===== src/rtl/serial_port.sv =====
// serial_port: byte UART on clk, fixed baud of clk/DIVISOR, 8N1 LSB first, separate TX and RX FSMs.
// Define SERIAL_PARITY_EN to insert and check an even-parity bit after data bit 7 (8E1 framing).
module serial_port #(
    parameter int DIVISOR = 312,
    parameter int CNTBITS = $clog2(DIVISOR)
) (
    input  logic       clk,
    input  logic       reset_n,
    input  logic [7:0] tx_data,
    input  logic       tx_valid,
    output logic       tx_ready,
    output logic       txd,
    input  logic       rxd,
    output logic [7:0] rx_data,
    output logic       rx_valid,
    input  logic       rx_ack,
    output logic       rx_overrun,
    output logic       rx_frame_err,
    input  logic       err_clr
);
    localparam logic [CNTBITS-1:0] BIT_LAST  = CNTBITS'(DIVISOR - 1);
    localparam logic [CNTBITS-1:0] HALF_LAST = CNTBITS'(DIVISOR / 2 - 1);

    typedef enum logic [2:0] {TX_IDLE, TX_START, TX_DATA, TX_PAR, TX_STOP} tx_state_t;
    typedef enum logic [2:0] {RX_IDLE, RX_START, RX_DATA, RX_PAR, RX_STOP, RX_WAIT_HIGH} rx_state_t;

    if (DIVISOR < 4) begin : g_bad_divisor
        always_ff @(posedge clk) $error("serial_port: DIVISOR=%0d is below the minimum of 4", DIVISOR);
    end

    tx_state_t          tx_state_q, tx_state_d;
    logic [CNTBITS-1:0] tx_cnt_q, tx_cnt_d;
    logic [2:0]         tx_bit_q, tx_bit_d;
    logic [7:0]         tx_shift_q, tx_shift_d;
    logic               txd_q, txd_d;
    logic               tx_tick;
`ifdef SERIAL_PARITY_EN
    logic               tx_par_q, tx_par_d;
`endif

    assign tx_tick = (tx_cnt_q == '0);
    assign txd     = txd_q;

    always_comb begin
        tx_state_d = tx_state_q;
        tx_cnt_d   = tx_tick ? BIT_LAST : tx_cnt_q - CNTBITS'(1);
        tx_bit_d   = tx_bit_q;
        tx_shift_d = tx_shift_q;
        tx_ready   = 1'b0;
        txd_d      = 1'b1;
`ifdef SERIAL_PARITY_EN
        tx_par_d   = tx_par_q;
`endif
        case (tx_state_q)
            TX_IDLE:  tx_ready = 1'b1;
            TX_START: if (tx_tick) begin
                tx_state_d = TX_DATA;
                tx_bit_d   = '0;
            end
            TX_DATA: if (tx_tick) begin
                tx_shift_d = {1'b0, tx_shift_q[7:1]};
                tx_bit_d   = tx_bit_q + 3'd1;
`ifdef SERIAL_PARITY_EN
                if (tx_bit_q == 3'd7) tx_state_d = TX_PAR;
`else
                if (tx_bit_q == 3'd7) tx_state_d = TX_STOP;
`endif
            end
`ifdef SERIAL_PARITY_EN
            TX_PAR: if (tx_tick) tx_state_d = TX_STOP;
`endif
            TX_STOP: begin
                tx_ready = tx_tick;
                if (tx_tick) tx_state_d = TX_IDLE;
            end
            default: tx_state_d = TX_IDLE;
        endcase
        // An accept on the last STOP cycle chains straight into the next START.
        if (tx_valid && tx_ready) begin
            tx_state_d = TX_START;
            tx_cnt_d   = BIT_LAST;
            tx_shift_d = tx_data;
`ifdef SERIAL_PARITY_EN
            tx_par_d   = ^tx_data;
`endif
        end
        // txd is registered from the next state so the pin never glitches.
        case (tx_state_d)
            TX_START: txd_d = 1'b0;
            TX_DATA:  txd_d = tx_shift_d[0];
`ifdef SERIAL_PARITY_EN
            TX_PAR:   txd_d = tx_par_d;
`endif
            default:  txd_d = 1'b1;
        endcase
    end

    always_ff @(posedge clk or negedge reset_n) begin
        if (!reset_n) begin
            tx_state_q <= TX_IDLE;
            tx_cnt_q   <= '0;
            tx_bit_q   <= '0;
            tx_shift_q <= '0;
            txd_q      <= 1'b1;
`ifdef SERIAL_PARITY_EN
            tx_par_q   <= 1'b0;
`endif
        end else begin
            tx_state_q <= tx_state_d;
            tx_cnt_q   <= tx_cnt_d;
            tx_bit_q   <= tx_bit_d;
            tx_shift_q <= tx_shift_d;
            txd_q      <= txd_d;
`ifdef SERIAL_PARITY_EN
            tx_par_q   <= tx_par_d;
`endif
        end
    end

    rx_state_t          rx_state_q, rx_state_d;
    logic [CNTBITS-1:0] rx_cnt_q, rx_cnt_d;
    logic [2:0]         rx_bit_q, rx_bit_d;
    logic [7:0]         rx_shift_q, rx_shift_d;
    logic               rxd_s1_q, rxd_s2_q;
    logic [7:0]         rx_data_q, rx_data_d;
    logic               rx_valid_q, rx_valid_d;
    logic               rx_overrun_q, rx_overrun_d;
    logic               rx_frame_err_q, rx_frame_err_d;
    logic               rx_tick, deliver, frame_evt, overrun_evt;
`ifdef SERIAL_PARITY_EN
    logic               rx_par_err_q, rx_par_err_d;
`endif

    assign rx_tick      = (rx_cnt_q == '0);
    assign rx_data      = rx_data_q;
    assign rx_valid     = rx_valid_q;
    assign rx_overrun   = rx_overrun_q;
    assign rx_frame_err = rx_frame_err_q;

    always_comb begin
        rx_state_d = rx_state_q;
        rx_cnt_d   = rx_tick ? BIT_LAST : rx_cnt_q - CNTBITS'(1);
        rx_bit_d   = rx_bit_q;
        rx_shift_d = rx_shift_q;
        deliver    = 1'b0;
        frame_evt  = 1'b0;
`ifdef SERIAL_PARITY_EN
        rx_par_err_d = rx_par_err_q;
`endif
        case (rx_state_q)
            RX_IDLE: begin
                rx_cnt_d = HALF_LAST;
                if (!rxd_s2_q) rx_state_d = RX_START;
            end
            RX_START: if (rx_tick) begin
                rx_state_d = rxd_s2_q ? RX_IDLE : RX_DATA;
                rx_bit_d   = '0;
            end
            RX_DATA: if (rx_tick) begin
                rx_shift_d = {rxd_s2_q, rx_shift_q[7:1]};
                rx_bit_d   = rx_bit_q + 3'd1;
`ifdef SERIAL_PARITY_EN
                if (rx_bit_q == 3'd7) rx_state_d = RX_PAR;
`else
                if (rx_bit_q == 3'd7) rx_state_d = RX_STOP;
`endif
            end
`ifdef SERIAL_PARITY_EN
            RX_PAR: if (rx_tick) begin
                rx_par_err_d = rxd_s2_q ^ (^rx_shift_q);
                frame_evt    = rx_par_err_d;
                rx_state_d   = RX_STOP;
            end
`endif
            RX_STOP: if (rx_tick) begin
                if (!rxd_s2_q) begin
                    frame_evt  = 1'b1;
                    rx_state_d = RX_WAIT_HIGH;
                end else begin
                    rx_state_d = RX_IDLE;
`ifdef SERIAL_PARITY_EN
                    deliver    = !rx_par_err_q;
`else
                    deliver    = 1'b1;
`endif
                end
            end
            RX_WAIT_HIGH: if (rxd_s2_q) rx_state_d = RX_IDLE;
            default: rx_state_d = RX_IDLE;
        endcase

        // A delivery with an ack in the same cycle replaces the byte instead of overrunning.
        rx_data_d   = rx_data_q;
        rx_valid_d  = rx_valid_q && !rx_ack;
        overrun_evt = deliver && rx_valid_q && !rx_ack;
        if (deliver && !overrun_evt) begin
            rx_data_d  = rx_shift_q;
            rx_valid_d = 1'b1;
        end
        rx_overrun_d   = (rx_overrun_q && !err_clr) || overrun_evt;
        rx_frame_err_d = (rx_frame_err_q && !err_clr) || frame_evt;
    end

    always_ff @(posedge clk or negedge reset_n) begin
        if (!reset_n) begin
            rxd_s1_q       <= 1'b1;
            rxd_s2_q       <= 1'b1;
            rx_state_q     <= RX_IDLE;
            rx_cnt_q       <= '0;
            rx_bit_q       <= '0;
            rx_shift_q     <= '0;
            rx_data_q      <= '0;
            rx_valid_q     <= 1'b0;
            rx_overrun_q   <= 1'b0;
            rx_frame_err_q <= 1'b0;
`ifdef SERIAL_PARITY_EN
            rx_par_err_q   <= 1'b0;
`endif
        end else begin
            rxd_s1_q       <= rxd;
            rxd_s2_q       <= rxd_s1_q;
            rx_state_q     <= rx_state_d;
            rx_cnt_q       <= rx_cnt_d;
            rx_bit_q       <= rx_bit_d;
            rx_shift_q     <= rx_shift_d;
            rx_data_q      <= rx_data_d;
            rx_valid_q     <= rx_valid_d;
            rx_overrun_q   <= rx_overrun_d;
            rx_frame_err_q <= rx_frame_err_d;
`ifdef SERIAL_PARITY_EN
            rx_par_err_q   <= rx_par_err_d;
`endif
        end
    end
endmodule


===== config.mk =====
export PLATFORM = sky130hd
export DESIGN_NAME = serial_port
export DESIGN_NICKNAME = d
export VERILOG_FILES = /design/src/rtl/serial_port.sv
export SDC_FILE = /design/constraint.sdc
export NUM_CORES = 1
export LEC_CHECK = 0
export ABC_CLOCK_PERIOD_IN_PS = 3200
export CORE_UTILIZATION = 33
export DETAILED_ROUTE_END_ITERATION = 12
export DONT_BUFFER_PORTS = 1
export PLACE_DENSITY_LB_ADDON = 0.15
export SYNTH_ARGS = -nofsm -noshare
export SYNTH_HDL_FRONTEND = slang
export SYNTH_SLANG_ARGS = --single-unit

===== constraint.sdc =====
create_clock -name clk -period 3.2 [get_ports clk]
set_input_delay 0.48 -clock clk [delete_from_list [all_inputs] [get_ports clk]]
set_output_delay 0.48 -clock clk [all_outputs]
set_load 0.02 [all_outputs]

## After elaboration in Yosys (flattened, before gate mapping)

Cells that the tools add are included.

- Register bits: 60
- Output and inout bits: 13
- Word-level logic and storage cells: 101
- Bits of input ports: 14

- Reduce and logical (&&, ||, !) cells: 25
- Equal/unequal tests: 19
- Mux-type cells: 37
- Add/sub/neg operators: 4

Operators by type and width:

| kind | count |
|---|---|
| $mux 3 | 16 |
| $mux 9 | 4 |
| $mux 8 | 3 |
| $logic_not 9->1 | 2 |
| $sub 9x1->9 const B | 2 |
| $ne 2x2->1 const B | 8 |
| $eq 3x3->1 const B | 5 |
| $pmux 3 s5 | 1 |
| $pmux 3 s2 | 2 |
| $pmux 3 s4 | 1 |
| $eq 3x1->1 const B | 3 |
| $eq 3x2->1 const B | 3 |
| $reduce_bool 2->1 | 4 |
| $logic_and 1x1->1 | 7 |
| $mux 1 | 7 |
| $add 3x1->3 const B | 2 |
| $logic_not 3->1 | 2 |
| $reduce_and 3->1 | 2 |
| $reduce_and 6->1 | 1 |
| $pmux 1 s2 | 2 |
| $reduce_and 2->1 | 2 |
| $logic_not 1->1 | 3 |
| $logic_or 1x1->1 | 2 |
| $mux 2 | 1 |

## Depth between registers and ports, before layout

Gate-level depths: netlist of the first run.

- Word-level depth: 8
- Mapped depth: 7
- Mapped depth without buffers: 6

## Worst setup path after synthesis of the first run

Ideal clock, no wire load.

- Path kind: reg-to-output
- Start point: register tx_cnt_q[0]
- End point: output tx_ready
- Arrival: 1986 ps
- Required time: 2720 ps
- Cell stages (with the launch flop): 6
- Slack: 734 ps
- Path buffers: 0
- Cell sequence: dfrtp_1 > inv_1 > ha_1 > or4b_2 > o21ai_1 > nor3b_1

- Word-level cells in the longest chain between the ends: 2

RTL lines:

| item | RTL line | source |
|---|---|---|
| from (decl) | 32 | `logic [CNTBITS-1:0] tx_cnt_q, tx_cnt_d;` |
| from (signal assigned) | 110 | `tx_cnt_q <= tx_cnt_d;` |
| $logic_not 9->1 | 41 | `assign tx_tick = (tx_cnt_q == '0);` |
| $pmux 1 s2 | 54 | `case (tx_state_q)` |
| to (decl) | 11 | `output logic tx_ready,` |

Every way passes these cells.

## Worst setup path after layout of the first run

Same ends and word-level chain as after synthesis.

==> qor.txt, run 1 <==
GP Congestion -> 0.767
Syn. warnings -> 0
pin count of the biggest net entering global routing -> 61
first-pass GRT wire length -> 8890 um
n_diodes -> 0
Total GRT Usage -> 13.5%
Least-Margin Pin Slew -> 0.697 ns
initial cell density of the core -> 34.8%
number of flops mapped to enable cells by yosys -> 0
CTS max path bufs -> 2
Reg2Reg Setup Slack -> 0.88 ns
Unique masters post-synth -> 47
Net count, final -> 272
top cells by count, synth -> dfrtp_1, mux2_2, nand2_1
share of post-route cells with drive strength above 1 -> 19.6%
number of cells produced by synthesis -> 241
Skew-Pair Late Insertion Delay -> 0.35 ns
crit path capture -> tx_ready
Post-Synthesis Cell Area -> 2750 um2
Setup Total Neg Slack -> 0 ns
top-area cell type share of the netlist area -> 51.9%
antenna violations before repair -> 0
DRT iter0 DRCs -> 102
Critical Path AT -> 2.28 ns
CP required -> 2.72 ns
Worst-path clk slew -> 0.07 ns
asr flop ratio synth -> 100%
Power Density -> 479 nW/um2
status -> complete, no violations
clock sink count -> 60
Leak -> 1.42 nW
Detail Placement HPWL -> 3510 um
final setup skew -> 0.00600 ns
post_cts resized -> 0
Routed Antenna Nets -> 0
Die X -> 93.2 um
Hold Path Class -> in2reg
design area -> 3100 um2
DRC -> 0
WP buf/inv -> 2
post-place instance area -> 2860 um2
CP max stage delay -> 0.65 ns
Worst R2R Start -> tx_cnt_q[0]
via count -> 1842
TritonCTS clock tree -> built
Die H -> 93.2 um
kind of critical path -> reg2out
Pins Over Slew Limit -> 0
# setup viols final -> 0
RSZ-0062 raised after global routing -> false
startpoint types -> flip-flop
Vias/cell -> 5.16
vias in the first global route -> 1870
CTS Buf Count -> 9
largest cells by area after synthesis -> dfrtp_1, mux2_2, ha_1
critical-path maximum fanout -> 4
Avg WL per Cell -> 14.5 um
Yosys top cell by area -> dfrtp_1
I/O pin cnt -> 27
slew margin rel. -> 53.2%
H-tree depth -> 3
predominant post-synthesis flop cell -> dfrtp_1
Site Rows -> 32
I/O Buffers -> 0
DIE AREA -> 8690 um2
max_cap viols -> 0
First-pass DRT Iterations -> 4
Max IR drop VDD -> 0.000205 V
GRT overflow -> 0
Root Driver -> clkbuf_8
core area -> 7890 um2
most frequent cell after synthesis -> dfrtp_1
Area Overhead vs Synth -> 12.8%
terminus of the critical flop-to-flop path -> tx_shift_q[0]
stages on the worst setup path -> 6
WL final -> 5180 um
final worst path period need -> 2.76 ns
Worst setup EP type -> output port
worst path cell trace -> inv_1, ha_1, or4b_2, o21ai_1, nor3b_1, buf_4
sequential fraction of the synthesis area -> 54.8%
Max Clock Freq -> 0.362 GHz
syn avg cell area -> 11.4 um2
Final period util -> 86.4%
Hold Fails Final Rpt -> 0
delay-heaviest family, CP -> simple AND/OR/NAND/NOR gates
Crit-path slowest cell -> or4b_2
#FFs+latches synth -> 60
syn_nets -> 263
worst r2r path cells -> 6
CP startpoint -> tx_cnt_q[0]
## power by group
part | internal (mW) | leakage (nW) | total, mW | switching (mW)
clock | 0.361 | 0.0841 | 0.687 | 0.326
sequential | 0.766 | 0.768 | 0.770 | 0.00431
combinational | 0.0101 | 0.573 | 0.0269 | 0.0168
total | 1.14 | 1.42 | 1.48 | 0.347
## flip-flops by register name, indices dropped and copies added, names as in the netlist
register      count
tx_shift_q        8
rx_valid          1
rx_frame_err      1
tx_state_q        3
tx_cnt_q          9
rxd_s1_q          1
rxd_s2_q          1
tx_bit_q          3
rx_bit_q          3
rx_shift_q        8
rx_overrun        1
rx_data           8
rx_cnt_q          9
txd               1
rx_state_q        3
## per-layer routing
layer	GRT usage [%]	up-vias	wire [um]	part of all wire [%]
met5	0	-	0	0
li1	-	887	-	-
met3	5.04	11	226	4.4
met1	16.3	906	2410	47
met2	21.1	38	2450	47
met4	6.92	0	92	1.8
## how the worst min path moves through the flow
| stage | start | endpoint | slack [ns] | cells past startpoint |
|---|---|---|---|---|
| CTS | rxd | rxd_s1_q | 0.11 | 0 |
| global placement | reset_n | rx_cnt_q[2] | 0.19 | 0 |
| detailed placement | reset_n | rx_overrun | 0.19 | 0 |
| global route | rxd | rxd_s1_q | 0.1 | 0 |
| floorplan | reset_n | rx_bit_q[0] | 0.18 | 0 |
| finish | rxd | rxd_s1_q | 0.13 | 0 |
## layout by cell type (no fill, tap or decap), types with 6 or more instances in the layout
master and count:
a21oi_1 9, inv_1 9, ha_1 8, o31ai_1 6, nor3_1 6, dfrtp_1 57
xnor2_1 6, a221o_1 6, clkbuf_8 9, mux2_2 19, nand2_1 19, nand3_1 11
nor2_1 16
## what timing repair did
action                    4_1_cts  5_1_grt
setup buffers                   0        0
hold endpoints to repair       60        0
hold buffers                    2        0
## stage by stage
step	worst slack, ns	instances	util (%)	hold WS, ns	power [mW]
2_1_floorplan	0.734	241	-	0.184	0.790
4_1_cts	0.417	357	39.3	0.106	1.51
5_1_grt	0.277	357	39.3	0.0987	1.55
3_3_place_gp	0.849	339	36.3	0.188	0.792
6_report	0.436	357	39.3	0.126	1.48
3_5_place_dp	0.822	339	36.3	0.188	0.792
## cell type report
| class | count | area (um2) |
|---|---|---|
| fill | 763 | 4790 |
| clock buffer | 9 | 124 |
| inverter | 9 | 33.8 |
| timing repair buffer | 5 | 60.1 |
| clock inverter | 7 | 76.3 |
| tap | 102 | 128 |
| multi-input combinational | 165 | 1170 |
| sequential | 60 | 1510 |
## cell families (layout without fill, tap and decap cells)
group                      Yosys count  after routing  share of synthesized area [%]
muxes                               19             19                           7.79
and+or+nand+nor                     87             87                           17.3
AOI/OAI and AO/OA                   40             40                           10.5
xor gates and xnor gates            11             11                           3.51
DFF                                 60             60                           54.8
adders and majority gates            8              8                           3.64
buffers and inverters               16             30                           2.50
No activity file was read; power rests on OpenSTA's default activity.
==> run 2: changes to the inputs <==
--- a/config.mk
+++ b/config.mk
@@ -6,6 +6,8 @@
 export NUM_CORES = 1
 export LEC_CHECK = 0
 export ABC_CLOCK_PERIOD_IN_PS = 3200
+export CELL_PAD_IN_SITES_DETAIL_PLACEMENT = 1
+export CELL_PAD_IN_SITES_GLOBAL_PLACEMENT = 2
 export CORE_UTILIZATION = 33
 export DETAILED_ROUTE_END_ITERATION = 12
 export DONT_BUFFER_PORTS = 1
==> qor.txt, run 2 (synthesized netlist as in run 1, its figures left out) <==
core area -> 7890 um2 (unchanged)
pre-CTS setup slack -> 0.748 ns (-0.0743 ns)
Total GRT Usage -> 15.0% (+1.4 points)
CTS max path bufs -> 2 (unchanged)
Routed Antenna Nets -> 0 (unchanged)
kind of critical path -> reg2out
First-pass DRT Iterations -> 4 (unchanged)
startpoint types -> flip-flop
share of post-route cells with drive strength above 1 -> 19.9% (+0.31 points)
vias in the first global route -> 2042 (+9.2%)
H-tree depth -> 3 (unchanged)
met2 routed WL -> 2620 um (+6.6%)
DIE AREA -> 8690 um2 (unchanged)
Site Rows -> 32 (unchanged)
slew margin rel. -> 50.4% (-2.7 points)
final setup skew -> 0.00926 ns (+0.00325 ns)
met3 WL -> 229 um (+1.3%)
DRC -> 0 (unchanged)
Net count, final -> 273 (+0.37%)
most frequent cells in the layout -> dfrtp_1, nand2_1, mux2_2
Hold Slack -> 0.125 ns (-0.000162 ns)
Root Driver -> clkbuf_8
Clock Power Share -> 46.7% (+0.4 points)
max_cap viols -> 0 (unchanged)
GRT overflow -> 0 (unchanged)
P_int -> 1.14 mW (+0.15%)
Fillers -> 883 (+16%)
final worst slack -> 0.386 ns (-0.0495 ns)
Setup Total Neg Slack -> 0 ns (unchanged)
final worst path period need -> 2.81 ns (+0.0495 ns)
Hold Path Class -> in2reg
sw frac -> 23.8% (+0.38 points)
I/O pin cnt -> 27 (unchanged)
initial cell density of the core -> 34.8% (unchanged)
most common cell after layout, fill and taps aside -> dfrtp_1
Worst setup EP type -> output port
Sw Pwr -> 0.355 mW (+2.3%)
Worst-path clk slew -> 0.07 ns (about the same)
Critical Path AT -> 2.33 ns (+0.05 ns)
Routed met1 length -> 2760 um (+15%)
Die X -> 93.2 um (unchanged)
fin util -> 39.4% (+0.11 points)
CP required -> 2.72 ns (about the same)
n_diodes -> 0 (unchanged)
Die H -> 93.2 um (unchanged)
I/O Buffers -> 0 (unchanged)
RSZ-0062 raised after global routing -> false
post_cts resized -> 0 (unchanged)
top layer in use -> met4
total power draw -> 1.49 mW (+0.65%)
via count -> 1840 (-0.11%)
# setup viols final -> 0 (unchanged)
combinational power share -> 1.8% (about the same)
clock sink count -> 60 (unchanged)
Pins Over Slew Limit -> 0 (unchanged)
status -> complete, no violations
Skew-Pair Late Insertion Delay -> 0.35 ns (about the same)
Vias/cell -> 5.14 (-0.39%)
pin count of the biggest net entering global routing -> 61 (unchanged)
Hold Fails Final Rpt -> 0 (unchanged)
Max IR drop VDD -> 0.000219 V (+6.7%)
WL final -> 5710 um (+10%)
first-pass GRT wire length -> 9920 um (+11%)
critical-path maximum fanout -> 4 (unchanged)
TritonCTS clock tree -> built
antenna violations before repair -> 0 (unchanged)
GP Congestion -> 0.702 (-8.4%)
sequential power share -> 51.5% (-0.4 points)
Leak -> 1.45 nW (+1.5%)
CTS Buf Count -> 9 (unchanged)
Detail Placement HPWL -> 3710 um (+5.7%)
DRT iter0 DRCs -> 77 (-25%)
Avg WL per Cell -> 15.9 um (+9.7%)
Power Density -> 480 nW/um2 (+0.36%)
Final period util -> 87.9% (+1.5 points)
Largest regs -> rx_cnt_q (9), tx_cnt_q (9)
Least-Margin Pin Slew -> 0.738 ns (+0.0404 ns)
Area Overhead vs Synth -> 13.2%
Max Clock Freq -> 0.355 GHz (-1.8%)
-- run 2: changes by cell type in the layout (fill, tap and decap cells not counted) --
| cell | delta |
|---|---|
| buf_4 | +1 |
| clkinvlp_4 | -4 |
| inv_6 | -1 |
| clkinv_4 | +4 |
| clkinv_2 | +1 |
-- run 2: worst max-delay path, stage by stage (launching register included) --
cell     delay, ns
dfrtp_1       0.40
inv_1         0.09
ha_1          0.16
or4b_2        0.65
o21ai_1       0.28
nor3b_1       0.24
buf_4         0.18
-- run 2: through the flow --
| step | instance area (um2) | instances |
|---|---|---|
| after floorplan | 2750 | 241 |
| after global placement | 2870 | 340 |
| after detailed placement | 2870 | 340 |
| after CTS | 3110 | 358 |
| after global routing | 3110 | 358 |
| final | 3110 | 358 |
-- run 2: what timing repair did --
action	4_1_cts	5_1_grt
setup buffers	0	0
hold endpoints to repair	60	0
hold buffers	2	0
-- run 2: final cells by class --
type                       count  area, um2  area share (%)
multi-input combinational    165       1170            37.7
clock inverter                 7       77.6            2.49
sequential                    60       1510            48.4
tap                          102        128            4.10
timing repair buffer           6       67.6            2.17
clock buffer                   9        124            3.98
inverter                       9       33.8            1.09
-- run 2: path summary, 6_finish.rpt --
kind	start	endpoint	slack (ns)	cells past startpoint
hold reg to reg	rxd_s1_q	rxd_s2_q	0.36	0
setup reg to reg	tx_cnt_q[0]	tx_shift_q[0]	0.80	6
setup / recovery	tx_cnt_q[0]	tx_ready	0.39	6
min in group asynchronous	reset_n	rx_cnt_q[8]	0.67	2
max in group asynchronous	reset_n	txd	2.22	2
hold / removal	rxd	rxd_s1_q	0.13	0
-- run 2: power by group through the flow --
| stage | Sequential [mW] | Clock [mW] | Combinational (mW) |
|---|---|---|---|
| 2_1_floorplan | 0.783 | 0 | 0.00729 |
| 4_1_cts | 0.769 | 0.727 | 0.0290 |
| 5_1_grt | 0.770 | 0.756 | 0.0321 |
| 6_report | 0.770 | 0.697 | 0.0270 |
| 3_5_place_dp | 0.784 | 0 | 0.00794 |
| 3_3_place_gp | 0.785 | 0 | 0.00775 |
-- run 2: routing by layer --
layer,GRT usage [%],vias to the layer above
met2,23.0,34
li1,-,883
met4,6.15,0
met5,0,-
met1,19.0,915
met3,5.28,8
